**src/rtl/produttore.sv**
```systemverilog
// Producer end of the dav_/rfd four-phase handshake: emits len words base, base+1, ...
// Optional WAIT_ACK timeout enabled by defining PRODUTTORE_TIMEOUT_EN.
module produttore #(
  parameter int TMO_MAX = 255
) (
  input  logic       clock,
  input  logic       reset_,
  input  logic       start,
  input  logic [7:0] base,
  input  logic [7:0] len,
  input  logic       rfd,
  output logic       dav_,
  output logic [7:0] data,
  output logic       busy,
  output logic       done,
  output logic       err,
  output logic [1:0] dbg_state
);

  // Handshake per word: data is set up while dav_=1, dav_ falls once rfd=1 is seen,
  // the consumer takes the word by dropping rfd, dav_ rises, and the next word waits for rfd=1.
  typedef enum logic [1:0] {IDLE, SETUP, WAIT_ACK, WAIT_RFD} state_t;

  state_t     state, state_nx;
  logic       dav_nx;
  logic [7:0] data_nx;
  logic [7:0] rem, rem_nx;
  logic       busy_nx;
  logic       done_nx;

`ifdef PRODUTTORE_TIMEOUT_EN
  localparam int TMO_W = $clog2(TMO_MAX + 1);
  logic             err_r, err_nx;
  logic [TMO_W-1:0] tmo, tmo_nx;
  assign err = err_r;
`else
  assign err = 1'b0;
`endif

  assign dbg_state = state;

  always_ff @(posedge clock or negedge reset_) begin
    if (!reset_) begin
      state <= IDLE;
      dav_  <= 1'b1;
      data  <= 8'd0;
      rem   <= 8'd0;
      busy  <= 1'b0;
      done  <= 1'b0;
`ifdef PRODUTTORE_TIMEOUT_EN
      err_r <= 1'b0;
      tmo   <= '0;
`endif
    end else begin
      state <= state_nx;
      dav_  <= dav_nx;
      data  <= data_nx;
      rem   <= rem_nx;
      busy  <= busy_nx;
      done  <= done_nx;
`ifdef PRODUTTORE_TIMEOUT_EN
      err_r <= err_nx;
      tmo   <= tmo_nx;
`endif
    end
  end

  always_comb begin
    state_nx = state;
    dav_nx   = dav_;
    data_nx  = data;
    rem_nx   = rem;
    busy_nx  = busy;
    done_nx  = 1'b0;
`ifdef PRODUTTORE_TIMEOUT_EN
    err_nx   = err_r;
    tmo_nx   = tmo;
`endif
    case (state)
      IDLE: begin
        dav_nx  = 1'b1;
        busy_nx = 1'b0;
        if (start) begin
`ifdef PRODUTTORE_TIMEOUT_EN
          err_nx = 1'b0;
`endif
          if (len != 8'd0) begin
            data_nx  = base;
            rem_nx   = len;
            busy_nx  = 1'b1;
            state_nx = SETUP;
          end else begin
            // Empty burst completes immediately without touching the bus.
            done_nx = 1'b1;
          end
        end
      end
      SETUP: begin
        if (rfd) begin
          dav_nx   = 1'b0;
          state_nx = WAIT_ACK;
`ifdef PRODUTTORE_TIMEOUT_EN
          tmo_nx   = '0;
`endif
        end
      end
      WAIT_ACK: begin
        if (!rfd) begin
          dav_nx   = 1'b1;
          rem_nx   = rem - 8'd1;
          state_nx = WAIT_RFD;
        end
`ifdef PRODUTTORE_TIMEOUT_EN
        else if (tmo == TMO_W'(TMO_MAX - 1)) begin
          // Consumer never took the word: abandon the burst without a done pulse.
          dav_nx   = 1'b1;
          err_nx   = 1'b1;
          busy_nx  = 1'b0;
          rem_nx   = 8'd0;
          state_nx = IDLE;
        end else begin
          tmo_nx = tmo + TMO_W'(1);
        end
`endif
      end
      WAIT_RFD: begin
        if (rfd) begin
          if (rem == 8'd0) begin
            busy_nx  = 1'b0;
            done_nx  = 1'b1;
            state_nx = IDLE;
          end else begin
            data_nx  = data + 8'd1;
            state_nx = SETUP;
          end
        end
      end
      default: state_nx = IDLE;
    endcase
  end

endmodule

```
**config.mk**
```make
export PLATFORM = sky130hd
export DESIGN_NAME = produttore
export DESIGN_NICKNAME = d
export VERILOG_FILES = /design/src/rtl/produttore.sv
export SDC_FILE = /design/constraint.sdc
export NUM_CORES = 1
export LEC_CHECK = 0
export CORE_UTILIZATION = 52
export CTS_BUF_LIST = sky130_fd_sc_hd__clkbuf_8
export CTS_CLUSTER_DIAMETER = 40
export DETAILED_ROUTE_END_ITERATION = 10
export PLACE_DENSITY = 0.89
export SLEW_MARGIN = 20
export SYNTH_ARGS = -nofsm -noshare
export SYNTH_HDL_FRONTEND = slang
export SYNTH_SLANG_ARGS = --single-unit
```
**constraint.sdc**
```tcl
create_clock -name clock -period 2.3 [get_ports clock]
set_input_delay 0.345 -clock clock [delete_from_list [all_inputs] [get_ports clock]]
set_output_delay 0.345 -clock clock [all_outputs]
set_load 0.005 [all_outputs]
```
* Yosys cells after proc, flatten, opt, wreduce, memory -nomap -nowiden *
Cells that the tools add are included.

word-level totals
  bits in latches = 0
  register bits after elaboration = 21
  logic and storage cells = 58
  memory bits (read-only) = 0
  memory bits (writable) = 0
  memories kept = 0

cells by class
  multiply operators = 0
  reduce and logical (&&, ||, !) cells = 11
  eq/ne operators = 10
  add/subtract/negate cells = 2
  bitwise logic cells = 0
  divide/modulo/power cells = 0
  muxes and demuxes = 29
  shift operators = 0
  order comparisons = 0

operators with widths
  kind                 count
  $mux 8               7
  $pmux 8 s2           2
  $ne 2x2->1 const B   7
  $mux 1               11
  $mux 2               5
  $reduce_and 5->1     2
  $add 8x1->8 const B  1
  $logic_not 8->1      1
  $pmux 2 s4           1
  $reduce_bool 8->1    1
  $sub 8x1->8 const B  1
  $reduce_and 3->1     2
  $eq 2x2->1 const B   2
  $pmux 1 s2           2
  $reduce_and 4->1     1
  $reduce_bool 2->1    2
  $pmux 1 s3           1
  $reduce_bool 3->1    1
  $eq 2x1->1 const B   1
  $logic_not 2->1      1

* Logic depth before layout (Yosys ltp) *
Gate-level depths: netlist of the first run.

  depth after elaboration = 4
  mapped depth = 8
  depth with buffers taken out = 6

* Worst setup path after synthesis of the first run *
No wires, ideal clock.

  path type = register to register
  start = register state[0] (netlist: dbg_state[0])
  end = register state[1] (netlist: dbg_state[1])
  setup time = 0.128 ns
  stages on the path, launching flop included = 9
  setup slack = 0.209 ns
  buffers on the path = 2
  arrival time = 1.963 ns
  data required time = 2.172 ns
  path through = dfrtp_1 > inv_1 > ha_1 > clkbuf_1 > inv_1 > or3_4 > buf_6 > nand3_2 > mux2_1

on the way
  cells in the longest elaborated chain, start to end = 3
  elaborated cells on any way between the ends = 11
  classes of those cells = 8 x eq/ne; 1 x mux; 2 x reduce/logical

ends and longest elaborated chain
  item                                RTL line  RTL
  start: declaration                  24        state_t state, state_nx;
  start signal: assignment            55        state <= state_nx;
  $eq 2x2->1 (tied with other cells)  79        case (state)
  $ne 2x2->1 (no source line)         -
  $reduce_and 5->1 (no source line)   -

Parallel ways exist; a longest one is shown, timed or not.
A chain may end at the register's enable or synchronous reset.

* Worst setup path in the final report of the first run *
  start = register state[0] (netlist: dbg_state[0])
  end = register data[6]

on the way
  cells in the longest elaborated chain, start to end = 3
  elaborated cells on any way between the ends = 9
  classes of those cells = 5 x eq/ne; 1 x mux; 3 x reduce/logical

ends and longest elaborated chain
  item                                                                     RTL line  RTL
  $eq 2x2->1 / $logic_not 2->1 (equally long branches)                     79
  $ne 2x2->1 (no source line) / $reduce_bool 2->1 (equally long branches)  -
  $reduce_and 5->1 (no source line)                                        -
  end signal: assignment                                                   57        data <= data_nx;
  end: declaration                                                         13        output logic [7:0] data,

Parallel ways exist; a longest one is shown, timed or not.

==> flow_summary.toml, run 1 <==
[status]
status = "complete, no violations"

[logic_synthesis]
synth_seq_cells = 21
yosys_most_used_dff = "dfrtp_1"
synthMostInstantiatedCell = "dfrtp_1"
syn_inst = 164
synth_edf_count = 0
asyncSetResetFlopFracSynth_pct = 100
synth_cell_types = 52
synth_area_per_cell_um2 = 9.17
synth_top_area_cell = "dfrtp_1"
synth_top_area_share_pct = 33.3
synthTopCellsByCount = "dfrtp_1 (20), inv_1 (14), nor2_1 (12), a21oi_1 (10)"
synth_seq_area_share_pct = 35.0
synth_area_um2 = 1500
synthTopCellsByArea = "dfrtp_1 (33%), ha_1 (5.8%), inv_1 (3.5%)"
synthesis.nets = 191
yosysWarnings = 0

[layout]
regArea_um2 = 527
final.fill_count = 211
final_cell_area_um2 = 1900
syn_to_final_growth_pct = 26.4
layout.nets = 226
final_layout_size_suffix_gt1_share_pct = 12.6
multiInputGateArea_um2 = 861
diodes = 0

[grt]
grt_usage_pct = 25.7
grt_antenna_before_repair = 0
grt_start_max_net_pins = 17
grt_pass1_wl_um = 6390
grt_pass1_vias = 1462
grt_overflow = 0

[timing]
min_period_ns = 2.10
setup_slack_ns = 0.197
setup_viol = 0
setup_tns_ns = 0
clock.fmax_mhz = 476
hold_viol_final = 0
hold-worst-slack_ns = 0.404
finalCritPeriodShare_pct = 91.4
fin_skew_ns = 0.00108
final_max_slew_viol_count = 0
rsz0062_at_grt = "false"

[placed_design]
place_ws_ns = -0.00423
io_buffers = 32
dpl.hpwl_um = 2770
place_area_um2 = 1860
gp_congestion = 0.889

[floorplan]
fp.dieW_um = 55.8
start_util_pct = 54.5
rows = 19
io_pins = 34
die_h_um = 55.8
core_area_um2 = 2760
die-area_um2 = 3110

[pwr]
p_sw_share_pct = 43.3
p_comb_share_pct = 57.4
p_clk_share_pct = 10.1
seqPwrFrac_pct = 32.5
leakage_nw = 0.800
p_int_w = 0.00134
switchingPower_w = 0.00102
power_w = 0.00237
ir_drop_mv = 0.838
p_per_area_nw_per_um2 = 1250

[cts]
cts-root-buf = "clkbuf_8"
cts.repair.resized = 0
clock_latency_ns = 0.26
cts_setup_buffers = 0
cts_tree = "yes"
htreeDepth = 1
cts_sinks = 21
postCtsHoldBufs = 0
path_clk_slew_ns = 0.07
cts.path.max_buffers = 2
numCtsBuffers = 3

[route]
route.detailed.drc = 0
vias = 1430
firstDrtPassIters = 4
ant_nets = 0
drtIter0Drc = 48
drt_wl_total_um = 3600
vias_per_cell = 6.24
wire_per_inst_um = 15.7

[worst_setup_path]
r2r_slack_ns = 0.20
cp.required_ns = 2.47
cp_max_fo = 8
rr_startpoint = "dbg_state[0]$_DFFE_PN0P_"
worstSetupPathType = "flip-flop to flip-flop"
critPathArrivalTime_ns = 2.27
cp-end-kind = "flip-flop"
regToRegEndpoint = "data[6]$_DFFE_PN0P_"
r2r_cells = 7
start_kind = "flip-flop"

[flow_run]
drv_cap = 0

[hold_path]
min_path_type = "primary input to async pin"
## power by group through the flow
stage / sequential (W) / clock, W / combinational (W)
after floorplan: 0.000719 / 0 / 0.000945
final: 0.000768 / 0.000240 / 0.00136
after global routing: 0.000797 / 0.000266 / 0.00151
after global placement: 0.000755 / 0 / 0.00130
after CTS: 0.000760 / 0.000246 / 0.00136
after detailed placement: 0.000764 / 0 / 0.00136
## area by class of cell
class	count	area share, %
clock buffer	3	2.17
clock inverter	1	0.197
inverter	15	2.96
multi-input combinational	119	45.3
sequential	21	27.7
tap	31	2.04
timing repair buffer	39	19.6
## kinds of logic after synthesis
logic type / count (synthesis) / synth area share, %
buffers and inverters: 24 / 7.74
other: 1 / 0.249
muxes: 8 / 5.57
and+or+nand+nor: 55 / 21.5
adders and majority gates: 7 / 5.82
AOI/OAI and AO/OA: 48 / 24.1
DFF: 21 / 35.0
## metal layers
| metal | vias to the layer above | share of wire [%] | global-route usage [%] |
|---|---|---|---|
| met2 | 43 | 52 | 44.1 |
| met1 | 700 | 42 | 31.4 |
| met4 | 0 | 1.2 | 11.4 |
| met5 | - | 0 | 0 |
| met3 | 5 | 5.0 | 4.42 |
| li1 | 682 | - | - |
## through the flow
step           std cells  util [%]
6_report             229      68.9
5_1_grt              229      68.9
4_1_cts              229      68.9
3_5_place_dp         225      67.3
3_3_place_gp         225      67.3
2_1_floorplan        164         -
## worst max-delay path by stage
stage / start / endpoint / cells past startpoint
after floorplan: dbg_state[0]$_DFFE_PN0P_ / dbg_state[1]$_DFFE_PN0P_ / 8
after global placement: len[3] / dbg_state[1]$_DFFE_PN0P_ / 5
after detailed placement: len[3] / dbg_state[1]$_DFFE_PN0P_ / 5
after CTS: dbg_state[0]$_DFFE_PN0P_ / data[6]$_DFFE_PN0P_ / 7
after global routing: dbg_state[0]$_DFFE_PN0P_ / data[3]$_DFFE_PN0P_ / 7
final: dbg_state[0]$_DFFE_PN0P_ / data[6]$_DFFE_PN0P_ / 7
## cells in the final DEF, fill, tap and decap left out, types with 2 or more instances in the layout
master | synthesis | layout
clkdlybuf4s50_1 | 0 | 32
dfrtp_1 | 20 | 20
inv_1 | 14 | 15
nor2_1 | 12 | 12
a21oi_1 | 10 | 10
nand2_1 | 7 | 7
ha_1 | 7 | 7
buf_4 | 1 | 7
a211oi_1 | 6 | 6
nor3_1 | 6 | 6
nand3_1 | 6 | 6
o32ai_1 | 5 | 5
mux2i_1 | 5 | 5
a31oi_1 | 5 | 5
o21ai_0 | 4 | 4
nand2b_1 | 4 | 4
nand4_1 | 3 | 3
nor4_1 | 3 | 3
clkbuf_8 | 0 | 3
or3_1 | 2 | 2
or4_4 | 2 | 2
o22ai_1 | 2 | 2
mux2_1 | 2 | 2
a31o_2 | 2 | 2
## critical path: stages, from the launching register on
cell and delay, ns:
dfrtp_1 0.47, inv_1 0.12, ha_1 0.33, inv_1 0.18
nor3_4 0.07, a2111o_1 0.38, buf_4 0.18, a221oi_1 0.27
## flip-flops by register name, summed over array words and instances, names as in the netlist
name,cells
data,8
rem,8
dbg_state,2
busy,1
dav_,1
done,1
No activity file was read; power rests on OpenSTA's default activity.
==> run 2: changes to the inputs <==
--- a/config.mk
+++ b/config.mk
@@ -5,11 +5,13 @@
 export SDC_FILE = /design/constraint.sdc
 export NUM_CORES = 1
 export LEC_CHECK = 0
-export CORE_UTILIZATION = 52
+export CELL_PAD_IN_SITES_DETAIL_PLACEMENT = 1
+export CELL_PAD_IN_SITES_GLOBAL_PLACEMENT = 2
+export CORE_UTILIZATION = 31
 export CTS_BUF_LIST = sky130_fd_sc_hd__clkbuf_8
 export CTS_CLUSTER_DIAMETER = 40
 export DETAILED_ROUTE_END_ITERATION = 10
-export PLACE_DENSITY = 0.89
+export PLACE_DENSITY = 0.88
 export SLEW_MARGIN = 20
 export SYNTH_ARGS = -nofsm -noshare
 export SYNTH_HDL_FRONTEND = slang
==> flow_summary.toml, run 2 (synthesis gave the netlist of run 1 again) <==
[status]
status = "complete, no violations"

[layout]
syn_to_final_growth_pct = 29.1
mostFrequentLayoutCells = "clkdlybuf4s50_1 (32), dfrtp_1 (20), inv_1 (15)"
layout_commonest_cell = "clkdlybuf4s50_1"
final_layout_size_suffix_gt1_share_pct = 13.5
final.fill_count = 519
final_util_pct = 43.1
diodes = 0
layout.nets = 228

[cts]
postCtsHoldBufs = 0
clock_latency_ns = 0.26
cts.path.max_buffers = 2
path_clk_slew_ns = 0.08
htreeDepth = 1
numCtsBuffers = 3
cts.repair.resized = 0
cts_tree = "yes"
cts_sinks = 21
cts_setup_buffers = 0
cts-root-buf = "clkbuf_8"

[worst_setup_path]
path_buf_inv = 3
cp.required_ns = 2.46
critPathArrivalTime_ns = 2.26
crit_path_cell_trace = "inv_1 > ha_1 > inv_1 > nor3_4 > a2111o_1 > buf_4 > a221oi_1"
cp_slowest_cell = "dfrtp_1"
cpMostUsedCell = "inv_1"
cp-end-kind = "flip-flop"
start_kind = "flip-flop"
slowest_delay_ns = 0.48
critical_path.top_delay_family = "compound AO/OA/AOI/OAI gates"
worstSetupPathType = "flip-flop to flip-flop"
cp_max_fo = 8

[timing]
fin_skew_ns = 0.00147
min_period_ns = 2.10
finalCritPeriodShare_pct = 91.3
final_max_slew_viol_count = 0
setup_viol = 0
clock.fmax_mhz = 476
hold-worst-slack_ns = 0.409
rsz0062_at_grt = "false"
hold_viol_final = 0
setup_tns_ns = 0

[floorplan]
rows = 24
start_util_pct = 33.4
fp.dieW_um = 71.7
io_pins = 34
die_h_um = 71.7
core_area_um2 = 4500
die-area_um2 = 5130

[grt]
grtUsageMet3_pct = 2.53
grt_usage_pct = 17.8
grt_pass1_vias = 1562
busiest_layer = "met2"
grt_overflow = 0
grt_antenna_before_repair = 0
gr-usage-met2_pct = 31.8
grt_pass1_wl_um = 7320
grt_use_met1_pct = 22.9
grt_start_max_net_pins = 18

[pwr]
p_per_area_nw_per_um2 = 1240
leakage_nw = 0.809
ir_drop_mv = 0.533

[placed_design]
dpl.hpwl_um = 3230
gp_congestion = 0.817
io_buffers = 32

[route]
drtIter0Drc = 69
vias = 1420
wire_per_inst_um = 16.4
route.detailed.drc = 0
firstDrtPassIters = 4
ant_nets = 0
drt_wl_total_um = 4150
vias_per_cell = 5.63

[hold_path]
min_path_type = "primary input to async pin"

[flow_run]
drv_cap = 0
==> run 2: changes by cell type in the layout (fill, tap and decap cells not counted) <==
| cell | before | now |
|---|---|---|
| buf_4 | 7 | 9 |
==> run 2: metal layers <==
metal | wire [um] | vias to the layer above
li1 | - | 686
met1 | 1920 | 700
met2 | 2070 | 29
met3 | 126 | 5
met4 | 28 | 0
met5 | 0 | -
==> run 2: metrics by stage <==
| step | setup WS (ns) | area [um2] | power (W) | std cells |
|---|---|---|---|---|
| finish | 0.199 | 1940 | 0.00240 | 252 |
| global route | 0.0229 | 1940 | 0.00265 | 252 |
| CTS | 0.176 | 1940 | 0.00244 | 252 |
| detailed placement | -0.0183 | 1900 | 0.00218 | 248 |
| global placement | 0.00806 | 1900 | 0.00211 | 248 |
| floorplan | 0.209 | 1500 | 0.00166 | 164 |
==> run 2: worst paths after layout <==
check,from,end,slack (ns),cells past startpoint
min,reset_,dbg_state[0]$_DFFE_PN0P_,0.41,1
min reg2reg,dav_$_DFFE_PN1P_,dav_$_DFFE_PN1P_,0.51,2
max,dbg_state[0]$_DFFE_PN0P_,data[6]$_DFFE_PN0P_,0.20,7
min in group clock,dav_$_DFFE_PN1P_,dav_$_DFFE_PN1P_,0.51,2
max reg2reg,dbg_state[0]$_DFFE_PN0P_,data[6]$_DFFE_PN0P_,0.20,7
max in group asynchronous,reset_,rem[7]$_DFFE_PN0P_,1.35,2
==> run 2: final cells by class <==
| cell class | count | area, um2 | area share [%] |
|---|---|---|---|
| multi-input cells | 119 | 861 | 44.3 |
| well taps | 52 | 65.1 | 3.35 |
| repair buffers | 41 | 388 | 20.0 |
| clock buffers | 3 | 41.3 | 2.13 |
| flip-flops and latches | 21 | 527 | 27.1 |
| clock inverters | 1 | 3.75 | 0.193 |
| inverters | 15 | 56.3 | 2.90 |
==> run 2: where the power goes <==
| group | leakage (nW) | internal, W | switching, W | total, W |
|---|---|---|---|---|
| Clock | 0.0269 | 0.000119 | 0.000121 | 0.000240 |
| Sequential | 0.236 | 0.000552 | 0.000218 | 0.000770 |
| Combinational | 0.546 | 0.000683 | 0.000706 | 0.00139 |
==> run 3: changes to the inputs <==
--- a/config.mk
+++ b/config.mk
@@ -7,6 +7,7 @@
 export LEC_CHECK = 0
 export CELL_PAD_IN_SITES_DETAIL_PLACEMENT = 1
 export CELL_PAD_IN_SITES_GLOBAL_PLACEMENT = 2
+export CORE_ASPECT_RATIO = 1.4
 export CORE_UTILIZATION = 31
 export CTS_BUF_LIST = sky130_fd_sc_hd__clkbuf_8
 export CTS_CLUSTER_DIAMETER = 40
==> flow_summary.toml, run 3 (synthesis gave the netlist of run 1 again) <==
[grt]
grt_overflow = 0
grt_pass1_vias = 1599
grt_pass1_wl_um = 7650
grt_antenna_before_repair = 0
grt_start_max_net_pins = 18
grt_usage_pct = 19.4

[cts]
cts.repair.resized = 0
postCtsHoldBufs = 0
cts_setup_buffers = 0
numCtsBuffers = 3
cts_tree = "yes"
clock_latency_ns = 0.26
cts-root-buf = "clkbuf_8"
htreeDepth = 1
path_clk_slew_ns = 0.08
cts_sinks = 21
cts.path.max_buffers = 2

[pwr]
seqPwrFrac_pct = 31.1
ir_drop_mv = 0.598
power_w = 0.00245
switchingPower_w = 0.00108
leakage_nw = 0.814
p_clk_share_pct = 10.2
p_per_area_nw_per_um2 = 1250
p_sw_share_pct = 44.1
p_int_w = 0.00137
p_comb_share_pct = 58.7

[hold_path]
min_path_type = "primary input to async pin"

[timing]
min_period_ns = 2.09
rsz0062_at_grt = "false"
finalCritPeriodShare_pct = 91.0
worst_pin_slew_ns = 0.523
hold-worst-slack_ns = 0.401
hold_viol_final = 0
setup_viol = 0
setup_slack_ns = 0.206
final_max_slew_viol_count = 0
clock.fmax_mhz = 478
setup_tns_ns = 0
slew_headroom_pct = 65.2
fin_skew_ns = 0.00414

[worst_setup_path]
critPathArrivalTime_ns = 2.26
slowest_delay_ns = 0.47
r2r_cells = 7
cp_max_fo = 8
path_depth = 7
worstSetupPathType = "flip-flop to flip-flop"
crit_path_cell_trace = "inv_1 > ha_1 > inv_1 > nor3_4 > a2111o_1 > buf_4 > a211oi_1"
critical_path.top_delay_family = "compound AO/OA/AOI/OAI gates"
cp_slowest_cell = "dfrtp_1"
cp-end-kind = "flip-flop"
cp.required_ns = 2.46
cpMostUsedCell = "inv_1"
start_kind = "flip-flop"
path_buf_inv = 3

[route]
firstDrtPassIters = 4
route.detailed.drc = 0
wire_per_inst_um = 16.9
vias_per_cell = 5.48
ant_nets = 0
drtIter0Drc = 68
drt_wl_total_um = 4450
vias = 1440

[layout]
regArea_um2 = 527
multiInputGateArea_um2 = 861
layout_commonest_cell = "clkdlybuf4s50_1"
final_layout_size_suffix_gt1_share_pct = 13.9
final.fill_count = 559
diodes = 0
final_util_pct = 42.6
layout.nets = 229
syn_to_final_growth_pct = 30.4
mostFrequentLayoutCells = "clkdlybuf4s50_1 (32), dfrtp_1 (20), inv_1 (15)"

[floorplan]
rows = 29
start_util_pct = 32.6
die_h_um = 84.4
fp.dieW_um = 60.9
die-area_um2 = 5140
core_area_um2 = 4610
io_pins = 34

[placed_design]
gp_congestion = 0.830
dpl.hpwl_um = 3550
place_ws_ns = -0.0325
io_buffers = 32

[status]
status = "complete, no violations"

[flow_run]
drv_cap = 0
run 3: changes by cell type in the layout (fill, tap and decap cells not counted), sizes merged:
cell / change
buf: +1
run 3: worst paths after layout:
check	from	end	slack, ns
max in group asynchronous	reset_	rem[5]$_DFFE_PN0P_	1.35
setup reg to reg	dbg_state[0]$_DFFE_PN0P_	data[2]$_DFFE_PN0P_	0.21
setup / recovery	dbg_state[0]$_DFFE_PN0P_	data[2]$_DFFE_PN0P_	0.21
min in group clock	dav_$_DFFE_PN1P_	dav_$_DFFE_PN1P_	0.51
hold / removal	reset_	data[3]$_DFFE_PN0P_	0.40
hold reg to reg	dav_$_DFFE_PN1P_	dav_$_DFFE_PN1P_	0.51
run 3: stage by stage:
step,instance area [um2],std cells
after floorplan,1500,164
after global placement,1920,259
after detailed placement,1920,259
after CTS,1960,263
after global routing,1960,263
final,1960,263
run 3: area by class of cell:
type,instances,share of cell area (%)
Clock buffer,3,2.10
Clock inverter,1,0.191
Inverter,15,2.87
Multi-Input combinational cell,119,43.9
Sequential cell,21,26.8
Tap cell,62,3.95
Timing Repair Buffer,42,20.2
run 3: routing by layer:
| layer | vias to the layer above | part of all wire (%) | global-route usage, % |
|---|---|---|---|
| met4 | 0 | 0.72 | 4.13 |
| li1 | 689 | - | - |
| met5 | - | 0 | 0 |
| met2 | 28 | 55 | 34.7 |
| met3 | 4 | 2.8 | 2.47 |
| met1 | 719 | 42 | 24.2 |
run 3: power groups by stage:
stage	combinational, W	clock, W	sequential [W]
after floorplan	0.000945	0	0.000719
after global placement	0.00138	0	0.000755
after detailed placement	0.00145	0	0.000768
after CTS	0.00146	0.000260	0.000764
after global routing	0.00161	0.000270	0.000794
final	0.00144	0.000250	0.000759
